<file path="src/rtl/crc_param_faulty_memory.sv">
// -----------------------------------------------------------------------------
// crc_param_faulty_memory
//
// CRC-protected word memory with burst fault injection on the read path.
// Each entry holds a codeword {data, crc}. Codeword bit 0 is the crc LSB.
// The CRC is computed bit-serially, MSB of the data first. It uses init 0,
// no reflection and no final XOR. A write or read takes DATA_W+1 cycles after
// the accept edge. The design only detects errors; it does not correct them.
//
// Optional feature macro: CRC_MEM_ERR_LOG_EN. When it is defined, the module
// has the err_count and last_err_addr ports and the logic that drives them.
//
// Ports:
//   clk                 rising-edge clock
//   rst                 synchronous active-high reset (clears memory as well)
//   write, read         requests; sampled only while idle, write has priority
//   data_in, addr_in    write data / access address
//   fault_addr          lowest codeword bit of the injected burst
//   burst_error_length  burst length minus one
//   fault_enable        apply the burst mask to this read
//   mem_write_busy      write in progress
//   read_busy           read in progress
//   data_valid          data_out / error_detected valid (held until next op)
//   error_detected      CRC mismatch on the last read
//   data_out            data field of the last read (uncorrected)
//   err_count           [CRC_MEM_ERR_LOG_EN] saturating detected-error count
//   last_err_addr       [CRC_MEM_ERR_LOG_EN] address of the latest error
// -----------------------------------------------------------------------------
module crc_param_faulty_memory #(
    parameter int               DATA_W    = 8,
    parameter int               ADDR_W    = 4,
    parameter int               CRC_W     = 4,
    parameter logic [CRC_W-1:0] POLY      = 4'h3,
    parameter int               BURST_W   = 2,
    parameter int               FA_W      = 4,
    parameter int               ERR_CNT_W = 8
) (
    input  logic                 clk,
    input  logic                 rst,
    input  logic                 write,
    input  logic                 read,
    input  logic [DATA_W-1:0]    data_in,
    input  logic [ADDR_W-1:0]    addr_in,
    input  logic [FA_W-1:0]      fault_addr,
    input  logic [BURST_W-1:0]   burst_error_length,
    input  logic                 fault_enable,
    output logic                 mem_write_busy,
    output logic                 read_busy,
    output logic                 data_valid,
    output logic                 error_detected,
    output logic [DATA_W-1:0]    data_out
`ifdef CRC_MEM_ERR_LOG_EN
    ,
    output logic [ERR_CNT_W-1:0] err_count,
    output logic [ADDR_W-1:0]    last_err_addr
`endif
);

    localparam int CW_W  = DATA_W + CRC_W;
    localparam int DEPTH = 1 << ADDR_W;
    localparam int CNT_W = (DATA_W > 1) ? $clog2(DATA_W) : 1;

    localparam logic [2:0] ST_IDLE   = 3'd0;
    localparam logic [2:0] ST_WCALC  = 3'd1;
    localparam logic [2:0] ST_WSTORE = 3'd2;
    localparam logic [2:0] ST_RCALC  = 3'd3;
    localparam logic [2:0] ST_RCHECK = 3'd4;

    // One serial CRC step. The x^CRC_W term of the generator is implicit.
    function automatic logic [CRC_W-1:0] crc_step(input logic [CRC_W-1:0] crc,
                                                  input logic             b);
        logic fb;
        fb       = crc[CRC_W-1] ^ b;
        crc_step = (crc << 1) ^ (fb ? POLY : {CRC_W{1'b0}});
    endfunction

    logic [2:0]        state_r;
    logic [CW_W-1:0]   mem_r [DEPTH];
    logic [CW_W-1:0]   cw_r;      // write: {data, 0}; read: faulted codeword
    logic [CRC_W-1:0]  crc_r;
    logic [CNT_W-1:0]  cnt_r;     // data bit being folded in, counts down
    logic [ADDR_W-1:0] addr_r;
    logic              wbusy_r;
    logic              rbusy_r;
    logic              valid_r;
    logic              err_r;
    logic [DATA_W-1:0] dout_r;
    logic [CW_W-1:0]   mask_s;
    logic [DATA_W-1:0] data_field_s;

    assign data_field_s   = cw_r[CW_W-1:CRC_W];
    assign mem_write_busy = wbusy_r;
    assign read_busy      = rbusy_r;
    assign data_valid     = valid_r;
    assign error_detected = err_r;
    assign data_out       = dout_r;

    // Burst mask over codeword bits. Bits past the top of the codeword are dropped (no wrap).
    always_comb begin
        mask_s = {CW_W{1'b0}};
        for (int i = 0; i < CW_W; i++) begin
            mask_s[i] = fault_enable &&
                        (i >= int'(fault_addr)) &&
                        (i <= int'(fault_addr) + int'(burst_error_length));
        end
    end

    // Codeword storage: cleared on reset, written only in WSTORE.
    always_ff @(posedge clk) begin
        if (rst) begin
            for (int i = 0; i < DEPTH; i++) begin
                mem_r[i] <= {CW_W{1'b0}};
            end
        end else if (state_r == ST_WSTORE) begin
            mem_r[addr_r] <= {data_field_s, crc_r};
        end else begin
        end
    end

    // Sequencer and datapath. A reset in mid-operation aborts it without a store or data_valid.
    always_ff @(posedge clk) begin
        if (rst) begin
            state_r <= ST_IDLE;
            cw_r    <= {CW_W{1'b0}};
            crc_r   <= {CRC_W{1'b0}};
            cnt_r   <= {CNT_W{1'b0}};
            addr_r  <= {ADDR_W{1'b0}};
            wbusy_r <= 1'b0;
            rbusy_r <= 1'b0;
            valid_r <= 1'b0;
            err_r   <= 1'b0;
            dout_r  <= {DATA_W{1'b0}};
        end else begin
            case (state_r)
                ST_IDLE: begin
                    if (write) begin
                        addr_r  <= addr_in;
                        cw_r    <= {data_in, {CRC_W{1'b0}}};
                        crc_r   <= {CRC_W{1'b0}};
                        cnt_r   <= CNT_W'(DATA_W - 1);
                        wbusy_r <= 1'b1;
                        valid_r <= 1'b0;
                        state_r <= ST_WCALC;
                    end else if (read) begin
                        // Fault only corrupts the copy being checked, never the array.
                        addr_r  <= addr_in;
                        cw_r    <= mem_r[addr_in] ^ mask_s;
                        crc_r   <= {CRC_W{1'b0}};
                        cnt_r   <= CNT_W'(DATA_W - 1);
                        rbusy_r <= 1'b1;
                        valid_r <= 1'b0;
                        state_r <= ST_RCALC;
                    end else begin
                        state_r <= ST_IDLE;
                    end
                end
                ST_WCALC: begin
                    crc_r <= crc_step(crc_r, data_field_s[cnt_r]);
                    if (cnt_r == {CNT_W{1'b0}}) begin
                        state_r <= ST_WSTORE;
                    end else begin
                        cnt_r <= cnt_r - CNT_W'(1);
                    end
                end
                ST_WSTORE: begin
                    wbusy_r <= 1'b0;
                    state_r <= ST_IDLE;
                end
                ST_RCALC: begin
                    crc_r <= crc_step(crc_r, data_field_s[cnt_r]);
                    if (cnt_r == {CNT_W{1'b0}}) begin
                        state_r <= ST_RCHECK;
                    end else begin
                        cnt_r <= cnt_r - CNT_W'(1);
                    end
                end
                ST_RCHECK: begin
                    rbusy_r <= 1'b0;
                    valid_r <= 1'b1;
                    dout_r  <= data_field_s;
                    err_r   <= (crc_r != cw_r[CRC_W-1:0]);
                    state_r <= ST_IDLE;
                end
                default: begin
                    wbusy_r <= 1'b0;
                    rbusy_r <= 1'b0;
                    state_r <= ST_IDLE;
                end
            endcase
        end
    end

`ifdef CRC_MEM_ERR_LOG_EN
    logic [ERR_CNT_W-1:0] err_cnt_r;
    logic [ADDR_W-1:0]    last_addr_r;

    assign err_count     = err_cnt_r;
    assign last_err_addr = last_addr_r;

    // Error log: saturating mismatch count and the address of the latest mismatch.
    always_ff @(posedge clk) begin
        if (rst) begin
            err_cnt_r   <= {ERR_CNT_W{1'b0}};
            last_addr_r <= {ADDR_W{1'b0}};
        end else if ((state_r == ST_RCHECK) && (crc_r != cw_r[CRC_W-1:0])) begin
            last_addr_r <= addr_r;
            if (err_cnt_r != {ERR_CNT_W{1'b1}}) begin
                err_cnt_r <= err_cnt_r + ERR_CNT_W'(1);
            end else begin
                err_cnt_r <= err_cnt_r;
            end
        end else begin
        end
    end
`endif

endmodule

</file>
<file path="config.mk">
export PLATFORM = sky130hd
export DESIGN_NAME = crc_param_faulty_memory
export DESIGN_NICKNAME = d
export VERILOG_FILES = /design/src/rtl/crc_param_faulty_memory.sv
export SDC_FILE = /design/constraint.sdc
export NUM_CORES = 1
export LEC_CHECK = 0
export CORE_MARGIN = 8
export CORE_UTILIZATION = 62
export DETAILED_ROUTE_END_ITERATION = 10
export PLACE_DENSITY = 0.79
export SLEW_MARGIN = 20
export SYNTH_ARGS = -nofsm -noshare
export SYNTH_HDL_FRONTEND = slang
export SYNTH_SLANG_ARGS = --single-unit
</file>
<file path="constraint.sdc">
create_clock -name clk -period 2.5 [get_ports clk]
set_input_delay 0.5 -clock clk [delete_from_list [all_inputs] [get_ports clk]]
set_output_delay 0.5 -clock clk [all_outputs]
set_load 0.03 [all_outputs]
</file>
# [Yosys cells after proc, flatten, opt, wreduce, memory -nomap -nowiden]
# Memories as Yosys holds them, arrays and structs flattened.
# Cells that the tools add are included.
[word_totals] in_bits=23 n_memories=1 ram_bits=192 out_inout_bits=12 wordCells=130 regBits=38
[mem_list] name="mem_r" depth=16 word_bits=12 read_ports=1 rd_clocked_by_memory_dff=0 wr=16 line="78" text="logic [CW_W-1:0] mem_r [DEPTH];"
[classes] order_cmp=25 mux=35 reduce_logical=40 add_sub_neg=2 bitwise=5 n_eq_ne=12
[op_table] op="less-or-equal comparator 4 x 32 -> 1 bit (first input constant)" count=4
[op_table] op="less-or-equal comparator 5 x 32 -> 1 bit (first input constant)" count=3
[op_table] op="less-or-equal comparator 3 x 32 -> 1 bit (first input constant)" count=2
[op_table] op="2-to-1 mux 12 bit" count=3
[op_table] op="less-or-equal comparator 1 x 32 -> 1 bit (first input constant)" count=1
[op_table] op="less-or-equal comparator 2 x 32 -> 1 bit (first input constant)" count=1
[op_table] op="logical AND 1 bit" count=24
[op_table] op="2-to-1 mux 4 bit" count=5
[op_table] op="greater-or-equal comparator 3 x 4 -> 1 bit (first input constant)" count=4
[op_table] op="greater-or-equal comparator 4 bit (first input constant)" count=4
[op_table] op="2-to-1 mux 3 bit" count=5
[op_table] op="2-to-1 mux 1 bit" count=12
[op_table] op="inequality test 2 bit (second input constant)" count=6
[op_table] op="OR reduction 12 bit" count=1
[op_table] op="bitwise XOR 12 bit" count=1
[op_table] op="AND reduction 2 bit" count=5
[op_table] op="case mux 3 bit (3 select lines)" count=1
[op_table] op="greater-or-equal comparator 1 x 4 -> 1 bit (first input constant)" count=2
[op_table] op="greater-or-equal comparator 2 x 4 -> 1 bit (first input constant)" count=2
[op_table] op="case mux 4 bit (2 select lines)" count=1
[op_table] op="== test 3 x 2 -> 1 bit (second input constant)" count=2
[op_table] op="zero test 3 bit" count=2
[op_table] op="2-to-1 mux 2 bit" count=3
[op_table] op="case mux 1 bit (2 select lines)" count=3
[op_table] op="17 further kinds" count=22

# [Longest topological paths before layout]
[logic_depth] ltp_word=6 depth_mapped=9 depth_no_buf=7

# [Least setup slack after synthesis]
# No wires, ideal clock.
[synth_timing] path_kind="input -> register" from="in fault_addr[0]" to="reg cw_r[11]" setup_time_ns=0.112 slack_ns=0.158 arrival_time_ns=2.230 path_stages=7 t_required_ns=2.388 path_buffers=1 cell_sequence="ha_1 fa_1 clkbuf_1 o311ai_0 nand3_1 xnor2_1 a2111oi_1"
[synth_between] elab_chain_len=6 elab_cells_between_ends=8 cone_classes="add/sub: 1; order compare: 2; mux: 2; bitwise: 1; reduce/logical: 2"
[synth_lines] item="start: declaration" line="44" text="input logic [FA_W-1:0] fault_addr,"
[synth_lines] item="adder 4 x 2 -> 5 bit or greater-or-equal comparator 4 bit (tied branches)" line="104, 103"
[synth_lines] item="less-or-equal comparator 4 x 5 -> 1 bit or logical AND 1 bit (tied branches)" line="104, 102"
[synth_lines] item="logical AND 1 bit *" line="103" text="(i >= int'(fault_addr)) &&"
[synth_lines] item="bitwise XOR 12 bit *" line="147" text="cw_r <= mem_r[addr_in] ^ mask_s;"
[synth_lines] item="2-to-1 mux 12 bit *" line="144" text="end else if (read) begin"
[synth_lines] item="2-to-1 mux 12 bit *" line="136" text="if (write) begin"
[synth_lines] item="end signal: assignment" line="124" text="cw_r <= {CW_W{1'b0}};"
[synth_lines] item="end signal: assignment" line="138" text="cw_r <= {data_in, {CRC_W{1'b0}}};"
[synth_lines] item="end signal: assignment" line="147"
[synth_lines] item="end: declaration" line="79" text="logic [CW_W-1:0] cw_r;"
# Mark *: on every way between the ends. The rest lies on a longest branch, timed or not. The select of a mux whose other input is x is not followed.
# A chain may end at the register's enable or synchronous reset.

# [Final worst setup path]
[layout_timing] from="in fault_addr[0]" to="reg cw_r[6]"
[layout_between] elab_chain_len=6 elab_cells_between_ends=8 cone_classes="add/sub: 1; order compare: 2; mux: 2; bitwise: 1; reduce/logical: 2"
[layout_lines] item="adder 4 x 2 -> 5 bit or greater-or-equal comparator 3 x 4 -> 1 bit (tied branches)" line="104, 103"
[layout_lines] item="less-or-equal comparator 4 x 32 -> 1 bit or logical AND 1 bit (tied branches)" line="104, 102"
[layout_lines] item="logical AND 1 bit *" line="103"
[layout_lines] item="bitwise XOR 12 bit *" line="147"
[layout_lines] item="2-to-1 mux 12 bit *" line="144"
[layout_lines] item="2-to-1 mux 12 bit *" line="136"
# Marked as above.

==> impl_metrics.tcl <==
set metrics [dict create \
    syn_inst 812 \
    crit_path_max_incr_delay_ps 630 \
    clk_pin_slew_ps 70 \
    port_buffers 34 \
    htreeDepth 1 \
    final_nets 911 \
    finalPower_mw 8.947 \
    timing.fmax_mhz 422.8 \
    relSlewSlack_pct 60.19 \
    final_cell_area_sq_um 12660 \
    routed_wl_um 27460 \
    path_buf_inv 1 \
    drive_gt1_share_pct 21.69 \
    hold_path_depth 2 \
    avgSynthCellArea_sq_um 13.39 \
    status "completed" \
    ys_types 53 \
    min_period_over_period_pct 94.61 \
    synth-seq-area-share_pct 60.01 \
    cp_data_arrival_time_ps 2780 \
    path_cells "clkdlybuf4s50_1 > ha_1 > fa_2 > a21oi_1 > a311o_1 > a21oi_1 > xor2_1 > a2111oi_2" \
    cts_made_buffers 23 \
    netlist_top_cells_area "edfxtp_1 (53%), and2_1 (11%), mux4_2 (9.3%)" \
    drcViolationCount 0 \
    hold_buffers 0 \
    final_cell_mix "and2_1 (194), edfxtp_1 (192), buf_4 (77)" \
    place_area_sq_um 11900 \
    synth_adder_area_share_pct 0.6443 \
    synthMuxAreaShare_pct 10.83 \
    skew_ps 12.54 \
    required_ps 2910 \
    die_w_um 148.4 \
    leakagePower_nw 4.704 \
    ir_drop_mv 0.5982 \
    crit_path_frequent_cell "a21oi_1" \
    rr_endpoint "cw_r[4]" \
    drt-initial-drc-count 727 \
    tritoncts "done" \
    grt_max_degree 59 \
    rows 48 \
    min_period_ps 2365 \
    critPathSlowestCell "fa_2" \
    maxCapViolCount 0 \
    layout_commonest_cell "and2_1" \
    holdPathEnd "data_out[5]" \
    die_height_um 148.4 \
    synth_edf_count 192 \
    insertion_delay_ps 520 \
    ys.flop_type "edfxtp_1" \
    hp-start "data_out[5]" \
    holdCritPathClass "flip-flop to flip-flop" \
    cp-startpoint "fault_addr[0]" \
    synth_nets 840 \
    setup_viol 0 \
    wire_per_inst_um 24.43 \
    cts_buffer_depth 3 \
    critical_path_class "primary input to flip-flop" \
    end_kind "flip-flop" \
    yosys.area_share.simple_pct 17.54 \
    ys_seq_elements 230 \
    synth_compound_area_share_pct 6.604 \
    track_usage_pct 25.07 \
    clock_sinks 230 \
    grt_pass1_vias 7152 \
    post_cts_buffers 0 \
    synth_largest_area_cell "edfxtp_1" \
    worst_pin_slew_ps 597.2 \
    yosys_warnings 0 \
    hold_violations 0 \
    reg2reg_setup_slack_ps 280 \
    yosysTopAreaCellShare_pct 53.01 \
    area_growth_pct 16.42 \
    synth_xor_xnor_area_share_pct 1.289 \
    r2r-start "mem_r[8][4]" \
    root_buffer "clkbuf_16" \
    ant_nets 0 \
    vias 7046 \
    p_per_area_nw_per_um2 706.6 \
    synth-async-reset-ratio_pct 0 \
    synth_top_family_by_area "simple AND/OR/NAND/NOR gates" \
    netlist_area_sq_um 10880 \
    antenna_found_initial 0 \
    io_pins 35 \
    crit_fanout 7 \
    rsz0062_at_grt "no" \
    antenna_cells 0 \
    grt_pass1_wl_um 41780 \
    crit_family "adder cells" \
    dr.pass1.iters 7 \
    die_area_sq_um 22030 \
    overflow 0 \
    nFillCells 1082 \
    viasPerCell 6.269 \
    initial_core_util_pct 63.10 \
    cp-start-kind "primary input" \
    utilization_pct 73.45 \
    finalSetupTns_ps 0 \
    gp_congestion 0.8607 \
    r2r_cells 6 \
    slew_violations 0 \
    core_area_sq_um 17240 \
    dp_hpwl_um 17880 \
]
## what timing repair did
action                     CTS  global route
gates resized for setup      1             8
pin swaps                    0             0
setup endpoints to repair    1             5
## area by class of cell
| type | count | area (sq um) | area share [%] |
|---|---|---|---|
| clock inverter | 11 | 126.4 | 0.9981 |
| tap | 225 | 281.5 | 2.224 |
| inverter | 3 | 11.26 | 0.08894 |
| multi-input combinational | 507 | 4045 | 31.95 |
| timing repair buffer | 118 | 1059 | 8.361 |
| clock buffer | 30 | 611.8 | 4.832 |
| sequential | 230 | 6526 | 51.55 |
## per-stage QoR
stage | cells | setup slack [ps] | hold WS (ps)
6_report | 1124 | 134.7 | 458.8
5_1_grt | 1124 | 1.817 | 489.7
4_1_cts | 1124 | 20.79 | 456.0
3_5_place_dp | 1083 | -617.7 | 455.2
3_3_place_gp | 1083 | -501.4 | 443.8
2_1_floorplan | 812 | 158.0 | 461.9
## Yosys cell counts, drive strengths merged (2+ instances only)
| cell | instances |
|---|---|
| nand2 | 39 |
| nor3b | 8 |
| a211oi | 4 |
| a22o | 12 |
| xor2 | 9 |
| o21a | 2 |
| xnor2 | 7 |
| nand3b | 7 |
| buf | 9 |
| and2 | 194 |
| a221oi | 9 |
| nor2 | 36 |
| o21ai | 7 |
| nand2b | 8 |
| a2111oi | 8 |
| o21bai | 2 |
| a22oi | 4 |
| inv | 3 |
| a21oi | 37 |
| dfxtp | 38 |
| ha | 4 |
| a21o | 2 |
| edfxtp | 192 |
| nor2b | 5 |
| or2 | 17 |
| mux2 | 2 |
| clkbuf | 63 |
| nor3 | 10 |
| nor4 | 2 |
| nand3 | 7 |
| o311ai | 3 |
| mux4 | 50 |
## worst min-delay path, delay by kind of cell, from the launching register on
kind | cells | cell delay [ps]
AO/OA/AOI/OAI | 1 | 50
flip-flops | 1 | 310
AND/OR/NAND/NOR | 1 | 50
## flip-flops by register name, indices dropped and copies added (netlist names)
name            flops
read_busy           1
mem_write_busy      1
data_valid          1
cw_r               12
state_r             3
mem_r             192
data_out            8
error_detected      1
crc_r               4
cnt_r               3
addr_r              4
## cells by family after synthesis
family / after synthesis
compound gates: 98
xor+xnor: 16
fa+ha+maj: 5
buf+inv: 75
flops: 230
mux: 53
simple gates: 335
## power breakdown
group          internal [mW]  leakage, nW  switching (mW)
Sequential              4.30         2.29          0.0913
Combinational          0.445         2.05           0.667
Clock                   2.03        0.364            1.41
## per-layer routing
layer	part of all wire, %	routed length [um]	track usage (%)
met5	0	0	0
met4	3.3	893	9.689
met3	7.8	2149	3.829
met2	50	13620	41.91
met1	39	10800	32.49
## worst max path at each step
stage          cells after the start  slack [ps]  endpoint
6_report                           8         130   cw_r[6]
5_1_grt                            8           2   cw_r[5]
4_1_cts                            8          20   cw_r[9]
3_5_place_dp                       8        -620   cw_r[9]
3_3_place_gp                       8        -500   cw_r[9]
2_1_floorplan                      7         160  cw_r[11]
Power figures use the tool's default switching activity.
